`src/rtl/i2s_rx.sv`:
```
// I2S receiver: synchronizes sclk/lrclk/sdata into clk_sys, deserializes Philips I2S words
// and emits a left/right pair with a one-cycle sample_valid. Optional: I2S_RX_FRAME_CHECK_EN.
module i2s_rx #(
  parameter int AUDIO_DW    = 16,
  parameter int SYNC_STAGES = 2
) (
  input  logic                clk_sys,
  input  logic                reset,
  input  logic                sclk,
  input  logic                lrclk,
  input  logic                sdata,
  output logic [AUDIO_DW-1:0] left_chan,
  output logic [AUDIO_DW-1:0] right_chan,
  output logic                sample_valid,
  output logic                frame_err,
  output logic                state_dbg
);

  localparam int CW = $clog2(AUDIO_DW + 1);
  localparam logic [CW-1:0] DW_C = CW'(AUDIO_DW);

  typedef enum logic {
    HUNT = 1'b0,
    RUN  = 1'b1
  } state_t;

  state_t state;

  // Identical chains keep the three pins mutually aligned after synchronization.
  logic [SYNC_STAGES-1:0] sclk_sync;
  logic [SYNC_STAGES-1:0] lrclk_sync;
  logic [SYNC_STAGES-1:0] sdata_sync;
  logic                   sclk_prev;
  logic                   rise;
  logic [1:0]             rise_d;
  logic [1:0]             lr_d;
  logic [1:0]             sd_d;

  always_ff @(posedge clk_sys) begin
    if (reset) begin
      sclk_sync  <= '0;
      lrclk_sync <= '0;
      sdata_sync <= '0;
      sclk_prev  <= 1'b0;
      rise_d     <= '0;
      lr_d       <= '0;
      sd_d       <= '0;
    end else begin
      sclk_sync  <= {sclk_sync[SYNC_STAGES-2:0], sclk};
      lrclk_sync <= {lrclk_sync[SYNC_STAGES-2:0], lrclk};
      sdata_sync <= {sdata_sync[SYNC_STAGES-2:0], sdata};
      sclk_prev  <= sclk_sync[SYNC_STAGES-1];
      rise_d     <= {rise_d[0], rise};
      lr_d       <= {lr_d[0], lrclk_sync[SYNC_STAGES-1]};
      sd_d       <= {sd_d[0], sdata_sync[SYNC_STAGES-1]};
    end
  end

  assign rise = sclk_sync[SYNC_STAGES-1] & ~sclk_prev;

  // Two alignment stages after edge detect set the sample_valid latency to SYNC_STAGES + 2.
  logic rise_bit;
  logic lr_bit;
  logic sd_bit;
  assign rise_bit = rise_d[1];
  assign lr_bit   = lr_d[1];
  assign sd_bit   = sd_d[1];

  logic [CW-1:0]       cnt;
  logic [CW-1:0]       cnt_n;
  logic [AUDIO_DW-1:0] shreg;
  logic [AUDIO_DW-1:0] shreg_n;
  logic [AUDIO_DW-1:0] word;
  logic [AUDIO_DW-1:0] left_hold;
  logic                have_left;
  logic                lrclk_q;
  logic                boundary;
  logic                accept;

  // Bits past AUDIO_DW are dropped; cnt saturates so it never wraps.
  always_comb begin
    cnt_n   = cnt;
    shreg_n = shreg;
    if (cnt < DW_C) begin
      shreg_n = {shreg[AUDIO_DW-2:0], sd_bit};
      cnt_n   = cnt + CW'(1);
    end
    word = shreg_n << (DW_C - cnt_n);
  end

  assign boundary = lr_bit ^ lrclk_q;

`ifdef I2S_RX_FRAME_CHECK_EN
  assign accept = (cnt_n == DW_C);
`else
  assign accept = 1'b1;
`endif

  always_ff @(posedge clk_sys) begin
    if (reset) begin
      state        <= HUNT;
      cnt          <= '0;
      shreg        <= '0;
      have_left    <= 1'b0;
      lrclk_q      <= 1'b0;
      left_hold    <= '0;
      left_chan    <= '0;
      right_chan   <= '0;
      sample_valid <= 1'b0;
    end else begin
      sample_valid <= 1'b0;
      if (rise_bit) begin
        lrclk_q <= lr_bit;
        case (state)
          HUNT: begin
            if (boundary) begin
              state <= RUN;
              cnt   <= '0;
              shreg <= '0;
            end
          end
          RUN: begin
            if (!boundary) begin
              cnt   <= cnt_n;
              shreg <= shreg_n;
            end else begin
              cnt   <= '0;
              shreg <= '0;
              if (!lrclk_q) begin
                left_hold <= word;
                have_left <= accept;
              end else if (have_left) begin
                have_left <= 1'b0;
                if (accept) begin
                  left_chan    <= left_hold;
                  right_chan   <= word;
                  sample_valid <= 1'b1;
                end
              end
            end
          end
          default: state <= HUNT;
        endcase
      end
    end
  end

`ifdef I2S_RX_FRAME_CHECK_EN
  always_ff @(posedge clk_sys) begin
    if (reset) begin
      frame_err <= 1'b0;
    end else begin
      frame_err <= rise_bit && (state == RUN) && boundary && !accept;
    end
  end
`else
  assign frame_err = 1'b0;
`endif

  assign state_dbg = state;

endmodule
```
`config.mk`:
```
export PLATFORM = sky130hd
export DESIGN_NAME = i2s_rx
export DESIGN_NICKNAME = d
export VERILOG_FILES = /design/src/rtl/i2s_rx.sv
export SDC_FILE = /design/constraint.sdc
export NUM_CORES = 1
export LEC_CHECK = 0
export CORE_ASPECT_RATIO = 0.5
export CORE_MARGIN = 5
export CORE_UTILIZATION = 51
export CTS_CLUSTER_SIZE = 25
export DETAILED_ROUTE_END_ITERATION = 10
export PLACE_DENSITY = 0.8
export SLEW_MARGIN = 20
export SYNTH_ARGS = -nofsm -noshare
export SYNTH_HDL_FRONTEND = slang
export SYNTH_SLANG_ARGS = --single-unit
```
`constraint.sdc`:
```
create_clock -name clk_sys -period 2.5 [get_ports clk_sys]
set_clock_uncertainty 0.2 [all_clocks]
set_input_delay 0.375 -clock clk_sys [delete_from_list [all_inputs] [get_ports clk_sys]]
set_output_delay 0.375 -clock clk_sys [all_outputs]
set_load 0.01 [all_outputs]
```
==> summary.txt <==
Initial antenna violation count - 0
# clock sinks - 86
Share of layout cells above drive strength 1 - 0.2513
Largest net degree at the start of global routing - 34
Gr usage total - 0.2271
HP Class - flop to flop
Mean Syn Cell Area - 8.347 sq um
Post-synthesis net count - 497
CTS Root Buffer Type - clkbuf_16
Placed wire-length estimate - 7.773 mm
Failing checks - negative setup slack
Endpoints failing setup - 8
Cts hold-fix bufs - 0
Crit-path max FO - 6
GP Congestion - 0.9364
Pwr Density - 519.6 nW/um^2
Measured slew at the worst slew-check pin - 0.6687 ns
Core area - 7914 sq um
First-pass DRT Iterations - 5
Clk buf depth - 2
Area contributors post-synth - dfxtp_1 (42%), nor2_1 (5.7%), a21oi_1 (5.6%), nand2_1 (5.5%), mux2i_1 (4.9%)
Die ar. - 10,020 sq um
Hold Crit Depth - 1
Post-route DRC - 0
Post-Synthesis Cells - 490
RR Endpoint - left_hold[11]
Leakage - 0.001959 uW
Initial drt markers - 280
Finished Core Util - 0.7002
Initial Util - 0.5168
Critical path required time - 2.55 ns
Critical path arrival - 2.62 ns
Pwr Total - 2879 uW
Crit end category - flop
WHS Endpoint - rise_d[0]
CTS H-tree depth - 3
Vias per inst - 5.611
Fill cell count - 625
Post-route setup slack - -0.06627 ns
Final instance area - 5542 sq um
Routed wire per std cell - 16.11 um
Post-synth top area cell - dfxtp_1
Io pins - 40
WS Path Type - flop to flop
Unrepaired setup endpoints after global routing - true
CTS tree - built
Vias in the first global route - 3,549
Async S/R FF share, synth - 0
Worst ir drop on vdd - 0.2978 mV
Max-slew violation count - 0
Final wirelength - 11.10 mm
Nets - 579
Clock slew at reported path FFs - 0.06 ns
Yosys top cell area share - 0.4209
Final hold violation count - 0
Sequential-to-total area share from yosys stat - 0.4209
EDFF count, synth - 0
Slew margin rel. - 0.5521
Launching point of the worst reg2reg path - cnt[0]
Site row count - 23
Post-DP Area - 5015 sq um
Area Growth Syn to Fin - 35.48%
Register-to-register path setup slack - -0.07 ns
Maximum capacitance violations - 0
Via count - 3,866
Min-delay src - sclk_prev
Fmax - 389.7 MHz
Number of antenna cells inserted - 0
CTS buffer count - 9
Fin crit share - 1.027
Status - finished with violations
Synth Warn # - 0
Total congestion overflow - 0
FF-to-FF path depth - 9
Netlist cell types - 59
First-pass GRT wire length - 17.97 mm
Die Ht - 73.33 um
I/O Buffers - 38
Startpoint Class - flop
Mapped Area - 4090 sq um
Post-synth top cells - dfxtp_1 (86), nor2_1 (62), nand2_1 (60), a21oi_1 (46), clkbuf_1 (29)
Top-count cell post-synth - dfxtp_1
DP Worst Slack - -0.1073 ns
Worst-Skew Late Latency - 0.34 ns
Setup TNS - -0.3838 ns
Chip Width - 136.7 um
Crit. Startpoint - cnt[0]
Synth Register Bits - 86
Period minus WS final - 2.566 ns
Post-DRT Antenna Nets - 0
Ys flop type - dfxtp_1
report_power, final:
part | total [uW] | switching, uW | internal, uW
Clock | 1450 | 543 | 907
Sequential | 1380 | 2.09 | 1380
Combinational | 50.1 | 30.3 | 19.8
worst max-delay path, cell delays in order (launching register included):
cell     delay (ns)
dfxtp_2        0.33
ha_4           0.27
and2b_2        0.24
or3_4          0.36
nand2_4        0.09
buf_6          0.12
mux4_2         0.50
nor2_2         0.11
o21ai_2        0.07
o31ai_1        0.18
metrics by stage:
| step | hold slack, ns | cells |
|---|---|---|
| CTS | 0.1865 | 688 |
| finish | 0.2027 | 689 |
| detailed placement | 0.1942 | 670 |
| floorplan | 0.1674 | 490 |
| global route | 0.2128 | 689 |
| global placement | 0.1894 | 670 |
layout by cell type (no fill, tap or decap), types with 3 or more instances in the layout:
cell,n
o21ai_2,4
a311oi_1,3
or3_1,4
clkdlybuf4s50_1,37
nor2b_1,18
mux2i_1,19
o211ai_1,3
nor3_1,5
a21oi_2,7
a21oi_1,42
o31ai_1,5
inv_1,3
nor4_1,3
nor2_2,3
nor3b_1,3
a22o_1,3
nand3_1,10
nand2_1,59
dfxtp_2,3
nor3_2,3
buf_4,63
or4_1,3
a211oi_1,7
nand3b_1,4
a22oi_1,22
buf_6,3
clkbuf_16,9
o21ai_0,10
nand2b_1,3
mux2_2,5
buf_12,4
nor2_1,58
dfxtp_1,83
sequential cells by signal, indices dropped and copies added (netlist names):
signal and count:
lrclk_sync 2, have_left 1, rise_d 2, lrclk_q 1, lr_d 2, left_chan 16
sample_valid 1, sclk_sync 2, shreg 16, left_hold 16, state_dbg 1, right_chan 16
sclk_prev 1, sdata_sync 2, sd_d 2, cnt 5
layout make-up:
| class | instances | area (sq um) | share of cell area |
|---|---|---|---|
| multi-input cells | 362 | 2362 | 0.4263 |
| flip-flops and latches | 86 | 1725 | 0.3114 |
| repair buffers | 109 | 967.2 | 0.1745 |
| clock buffers | 10 | 239.0 | 0.04312 |
| well taps | 112 | 140.1 | 0.02529 |
| clock inverters | 6 | 92.59 | 0.01671 |
| inverters | 4 | 15.01 | 0.002709 |
worst max path at each step:
| stage | slack [ns] | endpoint | cells past startpoint |
|---|---|---|---|
| after floorplan | 0.01 | right_chan[13] | 9 |
| after global placement | -0.06 | right_chan[14] | 10 |
| after detailed placement | -0.11 | left_hold[13] | 9 |
| after CTS | -0.04 | left_hold[13] | 9 |
| after global routing | -0.17 | left_hold[11] | 9 |
| final | -0.07 | left_hold[11] | 9 |
routing by layer:
metal	global-route usage	vias to the layer above	wire length [um]	share of wire
li1	-	1912	-	-
met1	0.3212	1845	5540	0.50
met2	0.3490	100	4907	0.44
met3	0.05814	9	543	0.049
met4	0.05587	0	110	0.0099
met5	0	-	0	0
cells by family after synthesis:
| group | Yosys count | share of synthesized area |
|---|---|---|
| muxes | 27 | 0.07097 |
| xor gates and xnor gates | 4 | 0.008567 |
| buffers and inverters | 42 | 0.04436 |
| and+or+nand+nor | 197 | 0.2365 |
| AOI/OAI and AO/OA | 131 | 0.2117 |
| other | 1 | 0.0009168 |
| adders and majority gates | 2 | 0.006117 |
| DFF | 86 | 0.4209 |
timing repair:
action	in CTS	in global routing
cloned	1	0
pin swaps	2	12
gates resized for setup	18	27
setup buffers	1	2
setup endpoints to repair	19	32
No activity file was read; power rests on OpenSTA's default activity.
